`src/rtl/bin2bcd_seq_pkg.sv`:
```
// bin2bcd_seq_pkg: shared distance-datapath encodings and BCD constants
package bin2bcd_seq_pkg;
    typedef enum logic [1:0] {
        ST_IDLE  = 2'd0,
        ST_SHIFT = 2'd1,
        ST_DONE  = 2'd2
    } state_t;
    localparam int BCD_DIGIT_W = 4;
    localparam logic [BCD_DIGIT_W-1:0] BCD_NINE = 4'h9;
endpackage

```
`src/rtl/bin2bcd_seq_add3.sv`:
```
// bcd_add3: double-dabble digit correction, adds 3 to any digit of 5 or more
module bcd_add3
    import bin2bcd_seq_pkg::*;
(
    input  logic [BCD_DIGIT_W-1:0] in_i,
    output logic [BCD_DIGIT_W-1:0] out_o
);
    assign out_o = (in_i >= 4'd5) ? in_i + 4'd3 : in_i;
endmodule

```
`src/rtl/bin2bcd_seq.sv`:
```
// bin2bcd_seq: iterative double-dabble converter, one input bit per clock
module bin2bcd_seq
    import bin2bcd_seq_pkg::*;
#(
    parameter int BIN_W  = 14,
    parameter int DIGITS = 4
) (
    input  logic                          clk,
    input  logic                          rst,
    input  logic                          start,
    input  logic [BIN_W-1:0]              bin_in,
    output logic                          ready,
    output logic                          done,
    output logic [BCD_DIGIT_W*DIGITS-1:0] bcd_out,
    output logic                          overflow
);
    localparam int ACC_W = BCD_DIGIT_W * DIGITS;
    localparam int CNT_W = $clog2(BIN_W + 1);
    localparam int CMP_W = (BIN_W + 1 > ACC_W) ? BIN_W + 1 : ACC_W;
    localparam logic [CMP_W-1:0] MAX_V = CMP_W'(10 ** DIGITS - 1);

    state_t             state_q, state_d;
    logic [BIN_W-1:0]   bin_sh_q, bin_sh_d;
    logic [ACC_W-1:0]   acc_q, acc_d, adj;
    logic [CNT_W-1:0]   cnt_q, cnt_d;
    logic               ovf_q, ovf_d;
    logic [ACC_W-1:0]   bcd_q, bcd_d;
    logic               ovf_out_q, ovf_out_d;
    logic               done_q, done_d;

    for (genvar i = 0; i < DIGITS; i++) begin : g_add3
        bcd_add3 u_add3 (
            .in_i  (acc_q[BCD_DIGIT_W*i +: BCD_DIGIT_W]),
            .out_o (adj[BCD_DIGIT_W*i +: BCD_DIGIT_W])
        );
    end

    assign ready    = (state_q == ST_IDLE);
    assign done     = done_q;
    assign bcd_out  = bcd_q;
    assign overflow = ovf_out_q;

    // State and datapath registers; reset aborts any conversion and clears the result
    always_ff @(posedge clk) begin
        if (rst) begin
            state_q   <= ST_IDLE;
            bin_sh_q  <= '0;
            acc_q     <= '0;
            cnt_q     <= '0;
            ovf_q     <= 1'b0;
            bcd_q     <= '0;
            ovf_out_q <= 1'b0;
            done_q    <= 1'b0;
        end else begin
            state_q   <= state_d;
            bin_sh_q  <= bin_sh_d;
            acc_q     <= acc_d;
            cnt_q     <= cnt_d;
            ovf_q     <= ovf_d;
            bcd_q     <= bcd_d;
            ovf_out_q <= ovf_out_d;
            done_q    <= done_d;
        end
    end

    // Next state: capture on start, correct-then-shift while counting bits, publish saturated result
    always_comb begin
        state_d   = state_q;
        bin_sh_d  = bin_sh_q;
        acc_d     = acc_q;
        cnt_d     = cnt_q;
        ovf_d     = ovf_q;
        bcd_d     = bcd_q;
        ovf_out_d = ovf_out_q;
        done_d    = 1'b0;
        unique case (state_q)
            ST_IDLE: if (start) begin
                bin_sh_d = bin_in;
                acc_d    = '0;
                cnt_d    = CNT_W'(BIN_W);
                ovf_d    = CMP_W'(bin_in) > MAX_V;
                state_d  = ST_SHIFT;
            end
            ST_SHIFT: begin
                {acc_d, bin_sh_d} = {adj, bin_sh_q} << 1;
                cnt_d   = cnt_q - CNT_W'(1);
                state_d = (cnt_q == CNT_W'(1)) ? ST_DONE : ST_SHIFT;
            end
            ST_DONE: begin
                bcd_d     = ovf_q ? {DIGITS{BCD_NINE}} : acc_q;
                ovf_out_d = ovf_q;
                done_d    = 1'b1;
                state_d   = ST_IDLE;
            end
            default: state_d = ST_IDLE;
        endcase
    end
endmodule

```
`config.mk`:
```
export PLATFORM = sky130hd
export DESIGN_NAME = bin2bcd_seq
export DESIGN_NICKNAME = d
export VERILOG_FILES = /design/src/rtl/bin2bcd_seq_pkg.sv /design/src/rtl/bin2bcd_seq_add3.sv /design/src/rtl/bin2bcd_seq.sv
export SDC_FILE = /design/constraint.sdc
export NUM_CORES = 1
export LEC_CHECK = 0
export CORE_MARGIN = 5
export CORE_UTILIZATION = 55
export DETAILED_ROUTE_END_ITERATION = 16
export HOLD_SLACK_MARGIN = 0.15
export PLACE_DENSITY_LB_ADDON = 0.25
export SYNTH_ARGS = -nofsm -noshare
export SYNTH_HDL_FRONTEND = slang
export SYNTH_SLANG_ARGS = --single-unit
```
`constraint.sdc`:
```
create_clock -name clk -period 1.6 [get_ports clk]
set_input_delay 0.32 -clock clk [delete_from_list [all_inputs] [get_ports clk]]
set_output_delay 0.32 -clock clk [all_outputs]
set_load 0.01 [all_outputs]
```
-- After elaboration in Yosys (flattened, before gate mapping)
Index checks and enable logic that the tools add are counted.
- input bits: 17
- bits in registers: 55
- logic and storage cells: 41
- add/subtract/negate cells: 5
- multiplexer cells: 15
- reductions and logical operators: 4
- eq/ne operators: 4
- $lt $le $gt $ge: 5
- operator list (kind ; number):
    16-bit 2-to-1 mux ; 2
    16-bit case mux with 2 select lines ; 1
    14-bit case mux with 2 select lines ; 1
    4-bit by 3-bit >= comparator with 1-bit output (second input constant) ; 4
    4-bit 2-to-1 mux ; 4
    14-bit > comparator (second input constant) ; 1
    14-bit 2-to-1 mux ; 1
    4-bit by 2-bit adder with 4-bit output (second input constant) ; 3
    4-bit case mux with 2 select lines ; 1
    4-bit by 1-bit == test with 1-bit output (second input constant) ; 1
    2-bit 2-to-1 mux ; 2
    2-bit case mux with 2 select lines ; 1
    2-bit AND reduction ; 2
    4-bit by 1-bit subtractor with 4-bit output (second input constant) ; 1
    3-bit by 2-bit adder with 3-bit output (second input constant) ; 1
    3-bit 2-to-1 mux ; 1
    2-bit by 1-bit == test with 1-bit output (second input constant) ; 1
    2-bit == test (second input constant) ; 1
    2-bit logical NOT ; 1
    2-bit inequality test (second input constant) ; 1
    2-bit nonzero test ; 1
    1-bit 2-to-1 mux ; 1

-- Longest topological paths before layout
- depth in word-level cells: 3
- depth in mapped cells: 6
- mapped depth without buffers: 6

-- Cells and area by module
Synthesis repeated with hierarchy kept, for this count alone.
- cell total of the unflattened synthesis: 306
- area total of the unflattened synthesis: 2657.5 um^2
- by module, submodules not included (module ; area each (um^2) ; cells each ; times used ; sequential area each (um^2)):
    bin2bcd_seq ; 2252.2 ; 242 ; 1 ; 1101.1
    bcd_add3 ; 101.3 ; 16 ; 4 ; 0.0

-- Worst setup path after synthesis
No wires, ideal clock.
- path kind: register to register
- start point: register acc_q[13]
- end point: register acc_q[14]
- clock period less this slack: 1.286 ns
- data arrival time: 1.169 ns
- setup time: 0.117 ns
- stages on the path, launching flop included: 7
- setup slack: 0.314 ns
- cells stage by stage: dfxtp_1 > inv_1 > ha_1 > nand2b_1 > a21oi_1 > mux2i_1 > a22o_1
- longest elaborated chain between the ends: 3
- elaborated cells on any way between the ends: 4
- those cells by class: add/sub (1); order compare (1); mux (2)
- ends and longest elaborated chain (element ; RTL line ; source):
    from (decl) ; bin2bcd_seq.sv:24 ; logic [ACC_W-1:0] acc_q, acc_d, adj;
    from (signal assigned) ; bin2bcd_seq.sv:48 ; acc_q <= '0;
    from (signal assigned) ; bin2bcd_seq.sv:57 ; acc_q <= acc_d;
    4-bit by 3-bit >= comparator with 1-bit output / 3-bit by 2-bit adder with 3-bit output (equally long branches) ; bin2bcd_seq_add3.sv:8 ; assign out_o = (in_i >= 4'd5) ? in_i + 4'd3 : in_i;
    3-bit 2-to-1 mux * ; bin2bcd_seq_add3.sv:8 ;
    16-bit case mux with 2 select lines * ; bin2bcd_seq.sv:76 ; unique case (state_q)
Mark *: on every way between the ends. The rest lies on a longest branch, timed or not.
A chain may end at the register's enable or synchronous reset.

-- Worst setup path after layout
- start point: register bcd_q[12], in the netlist bcd_out[12]
- end point: output port bcd_out[12]
- RTL lines (element ; RTL line ; source):
    from (decl) ; bin2bcd_seq.sv:27 ; logic [ACC_W-1:0] bcd_q, bcd_d;
    from (signal assigned) ; bin2bcd_seq.sv:51 ; bcd_q <= '0;
    from (signal assigned) ; bin2bcd_seq.sv:60 ; bcd_q <= bcd_d;
    to (decl) ; bin2bcd_seq.sv:14 ; output logic [BCD_DIGIT_W*DIGITS-1:0] bcd_out,
No word-level cell between the ends.

==> reports/metrics.cfg <==
[critical_path]
worst_r2r_path_depth=6
path_depth=1
start_kind=register
crit_path_cell_trace=clkdlybuf4s50_1
critPathMaxStageDelay_ns=0.56
crit_type=register to output pin
critical_path_buf_inv_count=1
critPathRequiredTime_ns=1.28
crit_family=buffers and inverters
cp_slowest_cell=clkdlybuf4s50_1
end_kind=output pin
crit_arrival_ns=1.21
cp_max_fo=2

[clock_tree]
path_clk_slew_ns=0.10
worstSkewPairLatency_ns=0.30
clock-root-buffer=clkbuf_8
cts_tree=built
cts_sinks=55
clockBufferDepth=2
post_cts_buffers=0
htree_levels=2
cts_inserted_buffers=5

[global_route]
grt_overflow_total=0
grt-busiest-layer=met2
use_met1=0.268
use_met3=0.0404
grt_pass1_wl_um=10400
grt_pass1_vias=2249
grt_max_degree=22
antenna_found_initial=0
grtUsageTotal=0.202
globalRouteMet2Util=0.330

[detailed_routing]
wl_per_cell_um=14.4
vias_per_cell=5.33
drtAntennaViolNets=0
wl_um=6120
routed-via-count=2266
drt_iter0_drc=112
firstDrtPassIters=4
drc_errors=0

[synth]
ys_top_cells_by_count=nor2_1 (58), dfxtp_1 (55), a21oi_1 (31), nor3_1 (23), inv_1 (14)
synth_ff_type=dfxtp_1
synth.avg_cell_area_um2=8.57
async_flop_share=0
yosys.cell_types.count=39
synth_top_area_cell=dfxtp_1
synth-edff-count=0
yosys_warnings=0
synth_nets=346
synth-seq-cells=55
synth_most_common_cell=nor2_1
synthCells=319
synth_area_leaders=dfxtp_1 (40%), nor2_1 (8.0%), a21oi_1 (5.7%)
syn-cell-area_um2=2740
seq_area_frac_synth=0.403
synth_top_area_share=0.403

[pwr]
p_leak_nw=1.28
powerDensity_nw_per_um2=885
irDropWorstVdd_v=0.000607

[finish]
n_antenna_cell=0
finalNonFillerCells=425
syn2layout_area_growth_pct=20.3
drive_above_1_share=0.148
nFillCells=413
regArea_um2=1100
layout.nets=384
post-route-util=0.687
multi_input_area_um2=1420

[sta]
slew_viol_final=0
fin_ws_ns=0.0660
final_hold_viol_count=0
max_freq_ghz=0.652
timing.slew.headroom=0.636
worstMarginPinSlew_ns=0.546
setup_viol=0
period_needed_ns=1.53
fin_skew_ns=0.00519
min_period_over_period=0.959
rsz0062_at_grt=false

[die]
core-area_um2=4790
die-area_um2=6480
design.portCount=36
start_util=0.572
die_x_um=80.5
die_y_um=80.5
row_count=25

[placed_design]
port_buffers=35
gp_congestion=0.807
place_ws_ns=-0.0397
dp_cells=417
hpwl_um=4250

[run_status]
status=complete, no violations

[min_path]
min_path_cells=2
min_path_type=input pin to register

[job]
cap_violations=0

==> repair_timing <==
item / CTS / global route
gates resized for setup: 2 / 0
setup endpoints to repair: 1 / 0
hold buffers: 0 / 0
==> final timing paths <==
path	slack, ns	to	startpoint
max	0.07	bcd_out[12]	bcd_out[12]
min	0.39	acc_q[0]	rst
max reg2reg	0.11	acc_q[2]	acc_q[1]
min reg2reg	0.45	bcd_out[2]	bcd_out[2]
==> kinds of logic (layout without fill, tap and decap cells) <==
logic type	after synthesis	count (layout)	synth area share
compound gates	66	66	0.166
mux	4	4	0.0146
simple gates	141	141	0.270
fa+ha+maj	10	10	0.0457
flops	55	55	0.403
buf+inv	36	75	0.0787
xor+xnor	7	7	0.0224
==> stage by stage <==
step	hold WS, ns	area [µm²]	TNS, ns	power, mW
2_1_floorplan	0.449	2740	0	1.75
3_3_place_gp	0.438	3150	-0.0308	1.85
3_5_place_dp	0.442	3150	-0.144	1.86
4_1_cts	0.370	3290	0	2.94
5_1_grt	0.373	3290	0	3.05
6_report	0.388	3290	0	2.91
==> area by class of cell <==
class                           count  area share
Clock buffer                        5      0.0209
Clock inverter                      3      0.0217
Inverter                           14      0.0160
Multi-Input combinational cell    228       0.431
Sequential cell                    55       0.335
Tap cell                           67      0.0255
Timing Repair Buffer               53       0.149
==> flip-flops by register name, indices dropped and copies added, names as in the netlist <==
signal,count
bin_sh_q,14
bcd_out,16
acc_q,16
overflow,1
cnt_q,4
done,1
ovf_q,1
state_q,2
==> power by group <==
part	leakage (nW)	total (mW)	switching [mW]	internal (mW)
sequential	0.448	1.46	0.0427	1.42
clock	0.0703	1.08	0.449	0.635
combinational	0.761	0.365	0.197	0.169
==> layout by cell type (no fill, tap or decap), types with 5 or more instances in the layout <==
| cell type | count |
|---|---|
| nand3_1 | 5 |
| ha_1 | 10 |
| buf_4 | 17 |
| a22o_1 | 11 |
| nor2_1 | 58 |
| inv_1 | 14 |
| clkdlybuf4s50_1 | 33 |
| a21oi_1 | 31 |
| nor3_2 | 8 |
| nand2_1 | 11 |
| nor3_1 | 23 |
| nand3b_1 | 8 |
| dfxtp_1 | 54 |
| nand2b_1 | 6 |
| clkbuf_8 | 5 |
| o21ai_0 | 9 |
| nor2b_1 | 9 |
==> layer usage <==
layer,up-vias,part of all wire
met1,1045,0.49
li1,1165,-
met2,48,0.45
met3,8,0.045
met5,-,0
met4,0,0.014
(Power assumes the default switching activity.)
